`config.mk`:
```
export PLATFORM = sky130hd
export DESIGN_NAME = fp_vaddsub_seq
export DESIGN_NICKNAME = d
export VERILOG_FILES = /design/src/rtl/fp_vaddsub_seq.sv
export SDC_FILE = /design/constraint.sdc
export NUM_CORES = 1
export LEC_CHECK = 0
export ABC_AREA = 0
export CAP_MARGIN = 20
export CELL_PAD_IN_SITES_DETAIL_PLACEMENT = 1
export CELL_PAD_IN_SITES_GLOBAL_PLACEMENT = 1
export CORE_MARGIN = 2
export CORE_UTILIZATION = 29
export DETAILED_ROUTE_END_ITERATION = 10
export PLACE_DENSITY_LB_ADDON = 0.1
export SKIP_LAST_GASP = 1
export SYNTH_ARGS = -nofsm -noshare
export SYNTH_HDL_FRONTEND = slang
export SYNTH_SLANG_ARGS = --single-unit
```
`constraint.sdc`:
```
create_clock -name clk -period 3.85 [get_ports clk]
set_clock_uncertainty 0.05 [all_clocks]
set_input_delay 0.5775 -clock clk [delete_from_list [all_inputs] [get_ports clk]]
set_output_delay 0.5775 -clock clk [all_outputs]
set_load 0.02 [all_outputs]
```
`src/rtl/fp_vaddsub_seq.sv`:
```
// fp_vaddsub_seq
// Sequences one vector FP add/sub instruction (vd[i] = vs1[i] +/- vs2[i],
// i = 0..vl-1) onto a shared combinational FP add/sub unit. Elements are
// streamed through a two-stage pipeline at one element per cycle:
//   S1 holds the operands read from the VRF and feeds the FP unit,
//   S2 holds the FP result and presents it to the VRF write port.
// A write that is not accepted freezes the whole pipeline and the read index.
//
// Ports:
//   clk, reset             clock, synchronous active-high reset
//   cmd_*                  command handshake (valid/ready), vs1/vs2/vd, vl, sub
//   rd_a_*, rd_b_*         asynchronous VRF read ports ({reg, elem} address)
//   fu_a, fu_b, fu_sub     FP unit operands and subtract select
//   fu_y                   FP unit combinational result
//   wr_*                   VRF write port (valid/ready), {vd, elem} address
//   busy                   a command is in progress
//   done                   one-cycle completion pulse
module fp_vaddsub_seq #(
  parameter int WIDTH   = 32,
  parameter int REG_AW  = 5,
  parameter int ELEM_AW = 3
) (
  input  logic                       clk,
  input  logic                       reset,
  input  logic                       cmd_valid,
  output logic                       cmd_ready,
  input  logic [REG_AW-1:0]          cmd_vs1,
  input  logic [REG_AW-1:0]          cmd_vs2,
  input  logic [REG_AW-1:0]          cmd_vd,
  input  logic [ELEM_AW:0]           cmd_vl,
  input  logic                       cmd_sub,
  output logic [REG_AW+ELEM_AW-1:0]  rd_a_addr,
  input  logic [WIDTH-1:0]           rd_a_data,
  output logic [REG_AW+ELEM_AW-1:0]  rd_b_addr,
  input  logic [WIDTH-1:0]           rd_b_data,
  output logic [WIDTH-1:0]           fu_a,
  output logic [WIDTH-1:0]           fu_b,
  output logic                       fu_sub,
  input  logic [WIDTH-1:0]           fu_y,
  output logic                       wr_valid,
  input  logic                       wr_ready,
  output logic [REG_AW+ELEM_AW-1:0]  wr_addr,
  output logic [WIDTH-1:0]           wr_data,
  output logic                       busy,
  output logic                       done
);

  localparam logic [ELEM_AW:0] MAXVL = {1'b1, {ELEM_AW{1'b0}}};

  typedef enum logic [1:0] {IDLE, RUN, DRAIN} state_e;

  state_e               state_q, state_d;
  logic [REG_AW-1:0]    vs1_q, vs1_d, vs2_q, vs2_d, vd_q, vd_d;
  logic                 sub_q, sub_d;
  logic [ELEM_AW:0]     vl_q, vl_d;
  logic [ELEM_AW-1:0]   rd_idx_q, rd_idx_d;
  logic                 s1_vld_q, s1_vld_d;
  logic [WIDTH-1:0]     op_a_q, op_a_d, op_b_q, op_b_d;
  logic [ELEM_AW-1:0]   s1_tag_q, s1_tag_d;
  logic                 s2_vld_q, s2_vld_d;
  logic [WIDTH-1:0]     s2_res_q, s2_res_d;
  logic [ELEM_AW-1:0]   s2_tag_q, s2_tag_d;
  logic                 done_q, done_d;

  logic                 stall;
  logic                 issue;
  logic                 last_issue;
  logic [ELEM_AW:0]     cmd_vl_eff;

  // Control, command latching and pipeline advance. A pending write that is
  // not accepted (stall) holds every piece of state, so the read address and
  // the write request stay stable until the handshake happens.
  always_comb begin
    state_d  = state_q;
    vs1_d    = vs1_q;
    vs2_d    = vs2_q;
    vd_d     = vd_q;
    sub_d    = sub_q;
    vl_d     = vl_q;
    rd_idx_d = rd_idx_q;
    s1_vld_d = s1_vld_q;
    op_a_d   = op_a_q;
    op_b_d   = op_b_q;
    s1_tag_d = s1_tag_q;
    s2_vld_d = s2_vld_q;
    s2_res_d = s2_res_q;
    s2_tag_d = s2_tag_q;
    done_d   = 1'b0;

    stall      = s2_vld_q & ~wr_ready;
    issue      = (state_q == RUN) & ~stall;
    last_issue = issue & ({1'b0, rd_idx_q} == (vl_q - 1'b1));
    cmd_vl_eff = (cmd_vl > MAXVL) ? MAXVL : cmd_vl;

    case (state_q)
      IDLE: begin
        if (cmd_valid) begin
          vs1_d    = cmd_vs1;
          vs2_d    = cmd_vs2;
          vd_d     = cmd_vd;
          sub_d    = cmd_sub;
          vl_d     = cmd_vl_eff;
          rd_idx_d = '0;
          // An empty vector completes immediately without touching the VRF.
          if (cmd_vl_eff == '0) begin
            done_d = 1'b1;
          end else begin
            state_d = RUN;
          end
        end
      end
      RUN: begin
        if (issue) begin
          rd_idx_d = rd_idx_q + 1'b1;
          if (last_issue) begin
            state_d = DRAIN;
          end
        end
      end
      DRAIN: begin
        // Finish once S1 is empty and S2 is either empty or handing off its
        // final element this cycle; done then shows up in the IDLE cycle.
        if (!s1_vld_q && (!s2_vld_q || wr_ready)) begin
          state_d = IDLE;
          done_d  = 1'b1;
        end
      end
      default: state_d = IDLE;
    endcase

    if (!stall) begin
      s2_vld_d = s1_vld_q;
      if (s1_vld_q) begin
        s2_res_d = fu_y;
        s2_tag_d = s1_tag_q;
      end
      s1_vld_d = issue;
      if (issue) begin
        op_a_d   = rd_a_data;
        op_b_d   = rd_b_data;
        s1_tag_d = rd_idx_q;
      end
    end
  end

  // State register with synchronous reset; reset mid-command drops every
  // in-flight element and suppresses the completion pulse.
  always_ff @(posedge clk) begin
    if (reset) begin
      state_q  <= IDLE;
      vs1_q    <= '0;
      vs2_q    <= '0;
      vd_q     <= '0;
      sub_q    <= 1'b0;
      vl_q     <= '0;
      rd_idx_q <= '0;
      s1_vld_q <= 1'b0;
      op_a_q   <= '0;
      op_b_q   <= '0;
      s1_tag_q <= '0;
      s2_vld_q <= 1'b0;
      s2_res_q <= '0;
      s2_tag_q <= '0;
      done_q   <= 1'b0;
    end else begin
      state_q  <= state_d;
      vs1_q    <= vs1_d;
      vs2_q    <= vs2_d;
      vd_q     <= vd_d;
      sub_q    <= sub_d;
      vl_q     <= vl_d;
      rd_idx_q <= rd_idx_d;
      s1_vld_q <= s1_vld_d;
      op_a_q   <= op_a_d;
      op_b_q   <= op_b_d;
      s1_tag_q <= s1_tag_d;
      s2_vld_q <= s2_vld_d;
      s2_res_q <= s2_res_d;
      s2_tag_q <= s2_tag_d;
      done_q   <= done_d;
    end
  end

  assign cmd_ready = (state_q == IDLE);
  assign busy      = (state_q != IDLE);
  assign done      = done_q;
  assign rd_a_addr = {vs1_q, rd_idx_q};
  assign rd_b_addr = {vs2_q, rd_idx_q};
  assign fu_a      = op_a_q;
  assign fu_b      = op_b_q;
  assign fu_sub    = sub_q;
  assign wr_valid  = s2_vld_q;
  assign wr_addr   = {vd_q, s2_tag_q};
  assign wr_data   = s2_res_q;

endmodule

```
==> flow_summary.html <==
<table>
<tr><th>Metric</th><th>Value</th></tr>
<tr><th colspan="2">Finish</th></tr>
<tr><td>Post-synthesis to final-layout area growth</td><td>69.0%</td></tr>
<tr><td>Number of inserted diodes</td><td>0</td></tr>
<tr><td>Final Core Density</td><td>49.8%</td></tr>
<tr><td>Final net count</td><td>938</td></tr>
<tr><td>Cell area after layout</td><td>7850 um2</td></tr>
<tr><td>Final cell count without fillers</td><td>1044</td></tr>
<tr><td>Fraction of layout instances using a drive strength above 1</td><td>4.23%</td></tr>
<tr><th colspan="2">GRT</th></tr>
<tr><td>First-pass GRT wire length</td><td>24800 um</td></tr>
<tr><td>Initial antenna violation count</td><td>0</td></tr>
<tr><td>Number of global-route vias before repair</td><td>4915</td></tr>
<tr><td>Combined global-route utilization of all metal layers</td><td>18.7%</td></tr>
<tr><td>GRT overflow</td><td>0</td></tr>
<tr><td>Pin count of the biggest net entering global routing</td><td>102</td></tr>
<tr><th colspan="2">Logic synthesis</th></tr>
<tr><td>Warnings from Yosys</td><td>0</td></tr>
<tr><td>Post-Syn Area per Cell</td><td>7.83 um2</td></tr>
<tr><td>Area contributors post-synth</td><td>sky130_fd_sc_hd__dfxtp_1 (56%), sky130_fd_sc_hd__nand2_1 (20%), sky130_fd_sc_hd__a21oi_1 (14%)</td></tr>
<tr><td>Cell accounting for the most synthesized area</td><td>sky130_fd_sc_hd__dfxtp_1</td></tr>
<tr><td>Register area share after synthesis</td><td>56.0%</td></tr>
<tr><td>Mapped cell area</td><td>4650 um2</td></tr>
<tr><td>Async set-reset flop share out of synthesis</td><td>0%</td></tr>
<tr><td>Most used standard cells in the synthesized netlist</td><td>sky130_fd_sc_hd__nand2_1 (246), sky130_fd_sc_hd__dfxtp_1 (130), sky130_fd_sc_hd__a21oi_1 (127)</td></tr>
<tr><td>Leading cell type by number of instances after synthesis</td><td>sky130_fd_sc_hd__nand2_1</td></tr>
<tr><td>Syn nets</td><td>slightly above 700</td></tr>
<tr><td>Top cell type's share of synthesized area</td><td>56.0%</td></tr>
<tr><td>Number of synthesized flops with an enable pin</td><td>0</td></tr>
<tr><td>Leading register cell type out of synthesis</td><td>sky130_fd_sc_hd__dfxtp_1</td></tr>
<tr><td>Number of synthesized register bits</td><td>130</td></tr>
<tr><td>Number of distinct library cells after synthesis</td><td>28</td></tr>
<tr><td>Mapped Cells</td><td>593</td></tr>
<tr><th colspan="2">Timing</th></tr>
<tr><td>Setup TNS</td><td>0 ps</td></tr>
<tr><td>Slew headroom</td><td>27.4%</td></tr>
<tr><td>Unrepaired setup endpoints after global routing</td><td>false</td></tr>
<tr><td>Final period utilization</td><td>63.4%</td></tr>
<tr><td>Setup slack of the critical path after layout</td><td>1410 ps</td></tr>
<tr><td>Final Hold Vio Count</td><td>0</td></tr>
<tr><td>Worst-margin pin slew</td><td>roughly 1100 ps</td></tr>
<tr><td>Period minus WS final</td><td>2440 ps</td></tr>
<tr><td>Number of max-slew violations in the final report</td><td>0</td></tr>
<tr><td>Max Clock Freq</td><td>0.410 GHz</td></tr>
<tr><td>Final count of negative-setup-slack endpoints</td><td>0</td></tr>
<tr><td>Minimum hold slack</td><td>400 ps</td></tr>
<tr><th colspan="2">Run status</th></tr>
<tr><td>Outcome</td><td>finished, final reports clean</td></tr>
<tr><th colspan="2">Clocking</th></tr>
<tr><td>H-tree level count</td><td>4</td></tr>
<tr><td>Clock tree from TritonCTS</td><td>yes</td></tr>
<tr><td>Maximum count of clock buffers along a single path</td><td>2</td></tr>
<tr><td>Post-CTS setup-driven buffer insertion count</td><td>0</td></tr>
<tr><td>Hold Buf Count CTS</td><td>0</td></tr>
<tr><td>Resize count post-CTS</td><td>0</td></tr>
<tr><td>Insertion delay of the later-clocked pin in the worst-skew pair</td><td>410 ps</td></tr>
<tr><td>CTS Buf Count</td><td>17</td></tr>
<tr><td>CTS sink cnt</td><td>130</td></tr>
<tr><td>Cell chosen for the clock root</td><td>sky130_fd_sc_hd__clkbuf_16</td></tr>
<tr><td>CTS clock-pin slew for the worst setup and hold paths</td><td>approximately 50 ps</td></tr>
<tr><th colspan="2">Worst setup path</th></tr>
<tr><td>Endpoint class of the critical path</td><td>output pin</td></tr>
<tr><td>Signal arrival time at the worst endpoint</td><td>1810 ps</td></tr>
<tr><td>Delay of the slowest cell on the worst path</td><td>600 ps</td></tr>
<tr><td>Maximum net fanout on the critical path</td><td>12</td></tr>
<tr><td>Worst path cell trace</td><td>nor2_1 -&gt; inv_1 -&gt; clkdlybuf4s50_1</td></tr>
<tr><td>CP Buf/Inv Count</td><td>2</td></tr>
<tr><td>Category of the most critical setup path</td><td>register to output pin</td></tr>
<tr><td>Library cell contributing the largest single delay on the critical path</td><td>sky130_fd_sc_hd__clkdlybuf4s50_1</td></tr>
<tr><td>Dominant delay contributor by cell family on the critical path</td><td>buffers and inverters</td></tr>
<tr><td>Startpoint Class</td><td>register</td></tr>
<tr><td>Crit path required time</td><td>~3200 ps</td></tr>
<tr><th colspan="2">Routing</th></tr>
<tr><td>Drt first-iter violations</td><td>about 200</td></tr>
<tr><td>Via count</td><td>4770</td></tr>
<tr><td>Routed Antenna Nets</td><td>0</td></tr>
<tr><td>Number of vias per cell after detailed routing</td><td>4.57</td></tr>
<tr><td>Total wirelength of the detailed-routed design</td><td>16200 um</td></tr>
<tr><td>Count of unresolved DRC violations after routing</td><td>0</td></tr>
<tr><td>Wirelength per Cell</td><td>15.5 um</td></tr>
<tr><td>Number of search-and-repair iterations in the first detailed-routing pass</td><td>4</td></tr>
<tr><th colspan="2">Placed design</th></tr>
<tr><td>Placed Area</td><td>7240 um2</td></tr>
<tr><td>Final GP Congestion</td><td>0.732</td></tr>
<tr><td>Post-detailed-placement half-perimeter wirelength</td><td>about 11000 um</td></tr>
<tr><td>Port Buffers</td><td>244</td></tr>
<tr><td>Pre-CTS worst setup slack</td><td>about 1100 ps</td></tr>
<tr><td>Cell count after placement</td><td>1013</td></tr>
<tr><th colspan="2">Floorplan</th></tr>
<tr><td>I/O Pins</td><td>245</td></tr>
<tr><td>Die Footprint</td><td>17000 um2</td></tr>
<tr><td>Starting Density</td><td>around 29%</td></tr>
<tr><td>Area of the core region</td><td>approximately 16000 um2</td></tr>
<tr><td>Die X-Extent</td><td>131 um</td></tr>
<tr><td>Count of standard-cell rows</td><td>46</td></tr>
<tr><td>Die height</td><td>between 100 and 150 um</td></tr>
<tr><th colspan="2">Power and ir drop</th></tr>
<tr><td>Static leakage power</td><td>about 2.8 nW</td></tr>
<tr><td>Sum of internal, switching and leakage power</td><td>3.66 mW</td></tr>
<tr><td>Power density over the cells</td><td>466 nW/um2</td></tr>
<tr><td>Maximum resistive drop on vdd</td><td>~310 uV</td></tr>
<tr><th colspan="2">Run</th></tr>
<tr><td>Number of maximum-capacitance constraint violations</td><td>0</td></tr>
<tr><th colspan="2">Worst hold path</th></tr>
<tr><td>HP Class</td><td>register to register</td></tr>
</table>
final cells by class:
| type | instances | area, um2 |
|---|---|---|
| clock buffer | 27 | 513 |
| multi-input combinational | 414 | 1840 |
| sequential | 130 | 2600 |
| inverter | 4 | 15.0 |
| tap | 216 | 270 |
| clock inverter | 4 | 95.1 |
| timing repair buffer | 249 | 2510 |
| fill | 1881 | 7920 |
cells by family (layout without fill, tap and decap cells):
group	count (synthesis)	after routing	share of synthesized area [%]
AND/OR/NAND/NOR	272	272	23.2
AO/OA/AOI/OAI	136	136	15.1
flip-flops	130	130	56.0
buffers and inverters	49	284	4.42
XOR/XNOR	4	4	0.754
adder cells (fa/ha/maj)	2	2	0.539
final timing paths:
kind	start	endpoint	slack, ps	cells past startpoint
worst max-delay path	state_q[0]	busy	1410	3
worst min-delay path	wr_data[15]	wr_data[15]	400	2
worst max register to register	vl_q[0]	state_q[1]	1820	6
worst min register to register	wr_data[15]	wr_data[15]	400	2
layout by cell type (no fill, tap or decap), types with 2 or more instances in the layout:
| master | n |
|---|---|
| sky130_fd_sc_hd__nor2_1 | 4 |
| sky130_fd_sc_hd__clkbuf_16 | 17 |
| sky130_fd_sc_hd__clkbuf_8 | 5 |
| sky130_fd_sc_hd__dfxtp_1 | 130 |
| sky130_fd_sc_hd__nand3_1 | 3 |
| sky130_fd_sc_hd__clkbuf_1 | 5 |
| sky130_fd_sc_hd__buf_4 | 4 |
| sky130_fd_sc_hd__clkdlybuf4s50_1 | 243 |
| sky130_fd_sc_hd__o21ai_0 | 4 |
| sky130_fd_sc_hd__ha_1 | 2 |
| sky130_fd_sc_hd__and2_1 | 3 |
| sky130_fd_sc_hd__bufinv_16 | 3 |
| sky130_fd_sc_hd__nand3b_1 | 4 |
| sky130_fd_sc_hd__nor3_1 | 3 |
| sky130_fd_sc_hd__nand2_1 | 246 |
| sky130_fd_sc_hd__xor2_1 | 4 |
| sky130_fd_sc_hd__a2111oi_0 | 2 |
| sky130_fd_sc_hd__a21oi_1 | 127 |
| sky130_fd_sc_hd__inv_1 | 4 |
routing by layer:
metal  track usage [%]  routed length, um  vias to the layer above
li1                  -                  -                     2358
met5                 0                  0                        -
met4              6.63                203                        0
met2              32.0               7860                      161
met1              21.6               6720                     2232
met3              6.88               1410                       19
power breakdown:
part	switching, mW	total [mW]	internal, mW
Combinational	0.270	0.542	0.272
Clock	0.557	1.66	1.10
Sequential	0.0407	1.46	1.42
Total	0.868	3.66	2.79
sequential cells by signal (all words and copies together) (netlist names), 2 cells and up:
name / flops
vl_q: 4
fu_b: 32
vd_q: 5
vs2_q: 5
vs1_q: 5
wr_data: 32
state_q: 2
rd_idx_q: 3
fu_a: 32
s2_tag_q: 3
s1_tag_q: 3
worst register-to-register path: stages, from the launching register on:
cell	delay, ps
sky130_fd_sc_hd__dfxtp_1	400
sky130_fd_sc_hd__inv_1	60
sky130_fd_sc_hd__ha_1	200
sky130_fd_sc_hd__xor2_1	150
sky130_fd_sc_hd__or4b_1	510
sky130_fd_sc_hd__a2111oi_0	410
sky130_fd_sc_hd__o21bai_1	160
No activity file was read; power rests on OpenSTA's default activity.
